<file path="config.mk">
export PLATFORM = sky130hd
export DESIGN_NAME = wide_add_sched
export DESIGN_NICKNAME = d
export VERILOG_FILES = /design/src/rtl/wide_add_sched.sv
export SDC_FILE = /design/constraint.sdc
export NUM_CORES = 1
export LEC_CHECK = 0
export CORE_MARGIN = 3
export CORE_UTILIZATION = 40
export CTS_CLUSTER_SIZE = 25
export DETAILED_ROUTE_END_ITERATION = 12
export GPL_ROUTABILITY_DRIVEN = 0
export PLACE_DENSITY = 0.74
export SLEW_MARGIN = 0
export SYNTH_ARGS = -nofsm -noshare
export SYNTH_HDL_FRONTEND = slang
export SYNTH_SLANG_ARGS = --single-unit
</file>
<file path="constraint.sdc">
create_clock -name clk -period 4.7 [get_ports clk]
set_input_delay 1.175 -clock clk [delete_from_list [all_inputs] [get_ports clk]]
set_output_delay 1.175 -clock clk [all_outputs]
set_load 0.03 [all_outputs]
</file>
<file path="src/rtl/wide_add_sched.sv">
// Round-robin scheduler that shares one 8-bit adder (no carry-in) between two
// requesters. Each wide addition runs LSB byte first; an incoming carry costs one extra +1 pass.

module Ripple_Add (
  output logic [7:0] S,
  output logic       Cout,
  input  logic [7:0] A,
  input  logic [7:0] B
);

  logic [8:0] w_c;

  always_comb begin
    w_c    = '0;
    S      = '0;
    for (int unsigned k = 0; k < 8; k++) begin
      S[k]     = A[k] ^ B[k] ^ w_c[k];
      w_c[k+1] = (A[k] & B[k]) | (w_c[k] & (A[k] ^ B[k]));
    end
    Cout = w_c[8];
  end

endmodule

module wide_add_sched #(
  parameter int unsigned NBYTES = 4
) (
  input  logic                  clk,
  input  logic                  rst_n,
  input  logic                  req0,
  input  logic                  req1,
  input  logic [8*NBYTES-1:0]   a0,
  input  logic [8*NBYTES-1:0]   b0,
  input  logic [8*NBYTES-1:0]   a1,
  input  logic [8*NBYTES-1:0]   b1,
  output logic                  gnt0,
  output logic                  gnt1,
  output logic                  busy,
  output logic                  res_valid,
  input  logic                  res_ready,
  output logic                  res_id,
  output logic [8*NBYTES-1:0]   res_sum,
  output logic                  res_cout
);

  localparam int unsigned W  = 8 * NBYTES;
  localparam int unsigned IW = (NBYTES > 1) ? $clog2(NBYTES) : 1;

  typedef enum logic [1:0] {
    S_IDLE,
    S_ADD,
    S_INC,
    S_DONE
  } state_t;

  state_t          r_state;
  logic [W-1:0]    r_opa;
  logic [W-1:0]    r_opb;
  logic [W-1:0]    r_acc;
  logic [IW-1:0]   r_i;
  logic            r_cy;
  logic            r_c1;
  logic [7:0]      r_tmp;
  logic            r_ptr;
  logic            r_gnt0;
  logic            r_gnt1;
  logic            r_busy;
  logic            r_valid;
  logic            r_id;

  logic [7:0]      w_add_a;
  logic [7:0]      w_add_b;
  logic [7:0]      w_sum;
  logic            w_cout;
  logic            w_last;
  logic            w_win;

  Ripple_Add u_add (
    .S    (w_sum),
    .Cout (w_cout),
    .A    (w_add_a),
    .B    (w_add_b)
  );

  // Adder operands only matter in ADD/INC; zero elsewhere keeps the mux simple.
  always_comb begin
    w_add_a = '0;
    w_add_b = '0;
    case (r_state)
      S_ADD: begin
        for (int unsigned b = 0; b < NBYTES; b++) begin
          if (r_i == IW'(b)) begin
            w_add_a = r_opa[8*b +: 8];
            w_add_b = r_opb[8*b +: 8];
          end
        end
      end
      S_INC: begin
        w_add_a = r_tmp;
        w_add_b = 8'd1;
      end
      default: ;
    endcase
  end

  assign w_last = (r_i == IW'(NBYTES - 1));
  // With both ports asking, ptr picks; otherwise the lone requester wins.
  assign w_win  = (req0 & req1) ? r_ptr : req1;

  always_ff @(posedge clk or negedge rst_n) begin
    if (!rst_n) begin
      r_state <= S_IDLE;
      r_opa   <= '0;
      r_opb   <= '0;
      r_acc   <= '0;
      r_i     <= '0;
      r_cy    <= 1'b0;
      r_c1    <= 1'b0;
      r_tmp   <= '0;
      r_ptr   <= 1'b0;
      r_gnt0  <= 1'b0;
      r_gnt1  <= 1'b0;
      r_busy  <= 1'b0;
      r_valid <= 1'b0;
      r_id    <= 1'b0;
    end else begin
      r_gnt0 <= 1'b0;
      r_gnt1 <= 1'b0;
      case (r_state)
        S_IDLE: begin
          if (req0 | req1) begin
            r_opa   <= w_win ? a1 : a0;
            r_opb   <= w_win ? b1 : b0;
            r_id    <= w_win;
            r_gnt0  <= ~w_win;
            r_gnt1  <= w_win;
            r_i     <= '0;
            r_cy    <= 1'b0;
            r_acc   <= '0;
            r_busy  <= 1'b1;
            r_state <= S_ADD;
          end
        end
        S_ADD: begin
          r_tmp <= w_sum;
          r_c1  <= w_cout;
          if (r_cy) begin
            r_state <= S_INC;
          end else begin
            for (int unsigned b = 0; b < NBYTES; b++) begin
              if (r_i == IW'(b)) r_acc[8*b +: 8] <= w_sum;
            end
            r_cy <= w_cout;
            if (w_last) begin
              r_valid <= 1'b1;
              r_state <= S_DONE;
            end else begin
              r_i <= r_i + IW'(1);
            end
          end
        end
        S_INC: begin
          for (int unsigned b = 0; b < NBYTES; b++) begin
            if (r_i == IW'(b)) r_acc[8*b +: 8] <= w_sum;
          end
          // tmp+1 only carries when tmp was 0xFF, which excludes c1 = 1.
          r_cy <= r_c1 | w_cout;
          if (w_last) begin
            r_valid <= 1'b1;
            r_state <= S_DONE;
          end else begin
            r_i     <= r_i + IW'(1);
            r_state <= S_ADD;
          end
        end
        S_DONE: begin
          if (res_ready) begin
            r_ptr   <= ~r_id;
            r_valid <= 1'b0;
            r_busy  <= 1'b0;
            r_state <= S_IDLE;
          end
        end
        default: r_state <= S_IDLE;
      endcase
    end
  end

  assign gnt0      = r_gnt0;
  assign gnt1      = r_gnt1;
  assign busy      = r_busy;
  assign res_valid = r_valid;
  assign res_id    = r_id;
  assign res_sum   = r_acc;
  assign res_cout  = r_cy;

endmodule

</file>
## Word level (Yosys, flattened, before mapping)

Cells that the tools add are included.

- Register bits after elaboration: 116
- Bits of input ports: 133
- Output and inout bits: 38
- Word-level logic and storage cells: 122

- Add/sub/neg operators: 1
- Equal/unequal tests: 10
- Multiplexer cells: 43
- Bitwise gates (word level): 42
- Reductions and logical operators: 12

Operator list:

| operator | number |
|---|---|
| $mux W32 | 4 |
| $mux W8 | 12 |
| $pmux W32 S3 | 1 |
| $pmux W8 S2 | 2 |
| $and A1 B1 Y1 | 16 |
| $mux W2 | 8 |
| $xor A1 B1 Y1 | 15 |
| $reduce_and A3 Y1 | 4 |
| $mux W1 | 11 |
| $or A1 B1 Y1 | 9 |
| $eq A2 B2 Y1 const B | 4 |
| $pmux W2 S4 | 1 |
| $ne A2 B2 Y1 const B | 3 |
| $pmux W1 S3 | 2 |
| $pmux W2 S3 | 1 |
| $reduce_and A2 Y1 | 3 |
| $reduce_bool A3 Y1 | 2 |
| $eq A2 B1 Y1 const B | 2 |
| $logic_not A2 Y1 | 2 |
| $ne A3 B3 Y1 const B | 1 |
| $add A2 B1 Y2 const B | 1 |
| $not A1 Y1 | 2 |
| $pmux W1 S2 | 1 |
| $reduce_bool A2 Y1 | 1 |

## Depth between registers and ports, before layout

- Depth in word-level cells: 23
- Depth in mapped cells: 23
- Gate-level depth less buffers: 20

## Hierarchy

Synthesis repeated with hierarchy kept, for this count alone.

- Cells, all modules: 670
- Area total of the unflattened synthesis: 6,417.4 um^2

By module, submodules not included:

| module | instances | cells an instance | area an instance (um^2) | seq. area each (um^2) |
|---|---|---|---|---|
| wide_add_sched | 1 | 652 | 6,227.2 | 2,902.8 |
| Ripple_Add | 1 | 18 | 190.2 | 0.0 |

## Worst setup path after synthesis

OpenSTA, ideal clock, no wires.

- Kind: register to register
- Start point: register r_i[1]
- End point: register r_acc[15] (netlist: res_sum[15])
- Setup time: 0.104 ns
- Data arrival time: 4.978 ns
- Data required time: 4.596 ns
- Slack: -0.382 ns
- Stages on the path, launching flop included: 21
- Buffers on the path: 3
- Clock period less this slack: 5.082 ns
- Cells stage by stage: dfrtp_1 > inv_1 > ha_1 > buf_2 > buf_2 > buf_4 > o21ai_0 > a222oi_1 > nor3b_1 > ha_1 > inv_1 > fa_1 > fa_1 > fa_1 > fa_1 > fa_1 > inv_1 > fa_1 > inv_1 > fa_1 > o311ai_1

- Word-level cells in the longest chain between the ends: 23
- Elaborated cells between the ends (all ways): 44
- Those cells by class: eq/ne (3); mux (13); bitwise (27); reduce/logical (1)

Ends and longest elaborated chain:

| item | RTL line | text |
|---|---|---|
| start: declaration | 60 | `logic [IW-1:0] r_i;` |
| start signal: assignment | 158 | `r_i <= r_i + IW'(1);` |
| start signal: assignment | 172 | `r_i <= r_i + IW'(1);` |
| $logic_not A2 Y1 | 92 | `if (r_i == IW'(b)) begin` |
| $mux W8 (4 in series) | 92 |  |
| $pmux W8 S2 | 89 | `case (r_state)` |
| $and A1 B1 Y1 / $xor A1 B1 Y1 (equally long branches) | 18 | `w_c[k+1] = (A[k] & B[k]) \| (w_c[k] & (A[k] ^ B[k]));` |
| $and A1 B1 Y1 | 18 |  |
| $or A1 B1 Y1 | 18 |  |
| $and A1 B1 Y1 | 18 |  |
| $or A1 B1 Y1 | 18 |  |
| [... 4 more ...] | - |  |
| $and A1 B1 Y1 | 18 |  |
| $or A1 B1 Y1 | 18 |  |
| $and A1 B1 Y1 | 18 |  |
| $or A1 B1 Y1 | 18 |  |
| $xor A1 B1 Y1 | 17 | `S[k] = A[k] ^ B[k] ^ w_c[k];` |
| $mux W8 (*) | 151, 164 |  |
| $mux W32 | 147 | `if (r_cy) begin` |
| $pmux W32 S3 (*) | 129 | `case (r_state)` |
| end signal: indexed assignment | 151 | `if (r_i == IW'(b)) r_acc[8*b +: 8] <= w_sum;` |
| end signal: indexed assignment | 164 | `if (r_i == IW'(b)) r_acc[8*b +: 8] <= w_sum;` |
| end: declaration | 59 | `logic [W-1:0] r_acc;` |

Every way passes the cells marked *; elsewhere a longest branch is shown, timed or not. The select of a mux whose other input is x is not followed.
A chain may end at the register's enable or synchronous reset.

## Worst setup path in the final report

- Start point: register r_i[0]
- End point: register r_acc[15] (netlist: res_sum[15])

The elaborated chain is that of the path after synthesis.

==> metrics.md <==
| Metric | Value |
|---|---|
| Status | complete, no violations |
| Placed cell areas | 8207 um^2 |
| Final ANT Viol Nets | 0 |
| Primary FF master, synth | dfrtp_1 |
| IO buf count | 170 |
| Initial antenna violation count | 0 |
| Syn nets | 821 |
| First drt pass iteration count | 6 |
| Setup_tns | 0 ps |
| Placed wire-length estimate | 12,560 um |
| Vias | 5,527 |
| Mapped Cells | 671 |
| Diode count | 0 |
| Number of global-route vias before repair | 5,325 |
| Max frequency | 0.2196 GHz |
| Placed cell count | 1,022 |
| Via density | 5.224 |
| Die area | 17,490 um^2 |
| Clock Path Buffers | 2 |
| Crit path cell chain | inv_4, ha_4, buf_4, a21oi_1, a222oi_1, or3b_1, fa_2, fa_2, fa_2, fa_2, fa_2, inv_2, fa_2, inv_1, fa_2, o311ai_1 |
| CTS tree | done |
| CTS Buf Count | 17 |
| Tightest Pin Transition | 896.7 ps |
| Total GRT Usage | 0.1977 |
| CP Data Required Time | 4960 ps |
| Avg Inst Size Synth | 9.504 um^2 |
| Initial core utilization | 0.4134 |
| Final cell count without fillers | 1,058 |
| Share of layout cells above drive strength 1 | 0.1051 |
| Max Slew Vio Count | 0 |
| Rows | 45 |
| DRC Markers | 0 |
| Setup Viol. Count Final | 0 |
| Clk_lat worst skew | 420 ps |
| Design Area, Final | 8981 um^2 |
| Layout Utilization | 0.5822 |
| WS Path Type | reg -> reg |
| Setup Skew | 13.78 ps |
| Ys async rst share | 1.000 |
| Most used cell, CP | fa_2 |
| Synth warnings | 0 |
| Synth Register Bits | 116 |
| Max-cap violations | 0 |
| Die height | 132.3 um |
| Worst path slowest cell | fa_2 |
| Violation count after the first detailed-route iteration | 446 |
| Largest net degree at the start of global routing | 122 |
| Static Leak | 3.906 nW |
| Top Ports | 171 |
| Final Cycle Share | 0.9687 |
| Worst setup EP type | register |
| Clk Tree Root Cell | clkbuf_16 |
| Synth cell types | 45 |
| Mapped Area | 6377 um^2 |
| Area growth from synthesis to layout | 40.83% |
| Period minus WS final | 4553 ps |
| First-pass GRT wire length | 27,590 um |
| CTS Hold Buffers Added | 0 |
| Worst-path fanout max | 10 |
| Peak VDD IR | 362.8 uV |
| Gr ovfl total | 0 |
| Worst path max stage delay | 600 ps |
| Arr. time, crit path | 4820 ps |
| EDFF count, synth | 0 |
| Routed WL | 17,200 um |
| Hold Path Class | reg -> reg |
| Total power | 5.998 mW |
| Reg clk slew, reported paths | 60 ps |
| Routed length per placed instance | 16.25 um |
| Core Footprint | 15,430 um^2 |
| Seq/Total Area, Yosys | 0.4552 |
| Pwr/cell area | 667.8 nW/um^2 |
| Sink Count | 116 |
| CP startpoint kind | register |
| NumNets Final | 984 |
| Hold Vio Cnt, Final | 0 |
| Slew margin rel. | 0.4010 |
| Die X | 132.3 um |
| CTS H-tree lvls | 4 |
[synth_stat cells, types with 2 or more instances]
master,n,area share
nor3b_1,2,0.0024
o21ai_2,4,0.0055
a222oi_1,8,0.013
a22o_1,6,0.0082
o21ai_1,48,0.038
mux2i_1,57,0.089
nand2_1,151,0.089
a31oi_1,3,0.0029
o21ai_0,23,0.018
o311ai_1,24,0.033
dfrtp_1,116,0.46
o211ai_1,2,0.0024
nand4b_1,2,0.0027
a221o_1,9,0.014
ha_1,10,0.020
or3b_1,6,0.0082
nand3_1,11,0.0086
buf_2,22,0.017
a21oi_1,50,0.039
a21o_1,2,0.0024
mux2_2,2,0.0035
buf_12,5,0.016
nor2_1,9,0.0053
nand4_1,8,0.0078
fa_1,7,0.022
buf_8,2,0.0047
buf_6,4,0.0071
and2_1,10,0.0098
buf_4,3,0.0035
nand2b_1,3,0.0029
buf_1,4,0.0024
clkbuf_1,13,0.0077
inv_1,28,0.016
nor2b_1,6,0.0059
[per-layer routing]
layer / track usage / vias to the layer above / routed length (um)
met5: 0 / - / 0
li1: - / 2694 / -
met2: 0.3130 / 222 / 8023
met4: 0.06236 / 0 / 299
met1: 0.2654 / 2587 / 7725
met3: 0.05458 / 24 / 1148
[flip-flops by register name, indices dropped and copies added, names as in the netlist]
register,flops
r_ptr,1
r_i,2
r_c1,1
gnt0,1
gnt1,1
r_state,2
r_opa,32
r_tmp,8
r_opb,32
res_id,1
res_cout,1
res_sum,32
busy,1
res_valid,1
[final timing paths]
kind / from / slack, ps / cells past startpoint / to
setup reg to reg: r_i[0] / 150 / 16 / res_sum[15]
min in group asynchronous: rst_n / 820 / 1 / res_sum[29]
setup / recovery: r_i[0] / 150 / 16 / res_sum[15]
hold reg to reg: r_opa[28] / 490 / 2 / r_opa[28]
hold / removal: r_opa[28] / 490 / 2 / r_opa[28]
max in group asynchronous: rst_n / 3100 / 2 / r_i[0]
[kinds of logic (layout without fill, tap and decap cells)]
kind of cell | count (synthesis) | count (layout) | synth area share
and+or+nand+nor | 211 | 211 | 0.1473
adders and majority gates | 17 | 17 | 0.04159
buffers and inverters | 81 | 257 | 0.07475
DFF | 116 | 116 | 0.4552
muxes | 59 | 59 | 0.09300
AOI/OAI and AO/OA | 187 | 187 | 0.1882
[power by group]
part | switching (mW) | internal, mW | leakage, nW
sequential | 0.330 | 1.43 | 1.48
clock | 0.439 | 0.980 | 0.321
combinational | 1.65 | 1.16 | 2.10
[through the flow]
stage | setup slack [ps] | hold slack [ps]
after detailed placement | -18.04 | 475.4
after floorplan | 36.28 | 447.0
after global routing | -74.51 | 512.6
after global placement | 61.61 | 471.2
final | 146.9 | 489.9
after CTS | 4.032 | 488.9
[cells in the final DEF, fill, tap and decap left out, drive strengths merged, types with 2 or more instances in the layout]
master and instances:
a21o 2, a21oi 51, a221o 9, a222oi 8, a22o 6, a31oi 3
and2 10, buf 28, bufinv 5, clkbuf 23, clkdlybuf4s50 169, clkinv 4
dfrtp 116, fa 7, ha 10, inv 28, mux2 2, mux2i 57
nand2 151, nand2b 3, nand3 11, nand4 8, nand4b 2, nor2 9
nor2b 6, nor3b 3, o211ai 2, o21ai 75, o311ai 24, or3b 6
[cell type report]
type	instances	area, um^2
sequential	116	2905
inverter	28	110.1
timing repair buffer	197	1943
fill	1364	6446
clock inverter	9	173.9
tap	211	264.0
clock buffer	23	478.0
multi-input combinational	474	3107
[critical path, delay by kind of cell, from the launching register on]
family | cells | cell delay, ps
adder cells (fa/ha/maj) | 8 | 2920
flip-flops | 1 | 440
AND/OR/NAND/NOR | 1 | 390
buffers and inverters | 4 | 330
AO/OA/AOI/OAI | 3 | 320
[what timing repair did]
action | 4_1_cts | 5_1_grt
buffers inserted | 0 | 4
pin swaps | 0 | 17
setup endpoints to repair | 4 | 9
gates resized for setup | 3 | 23
endpoints found under the hold margin | 0 | 0
Power figures use the tool's default switching activity.
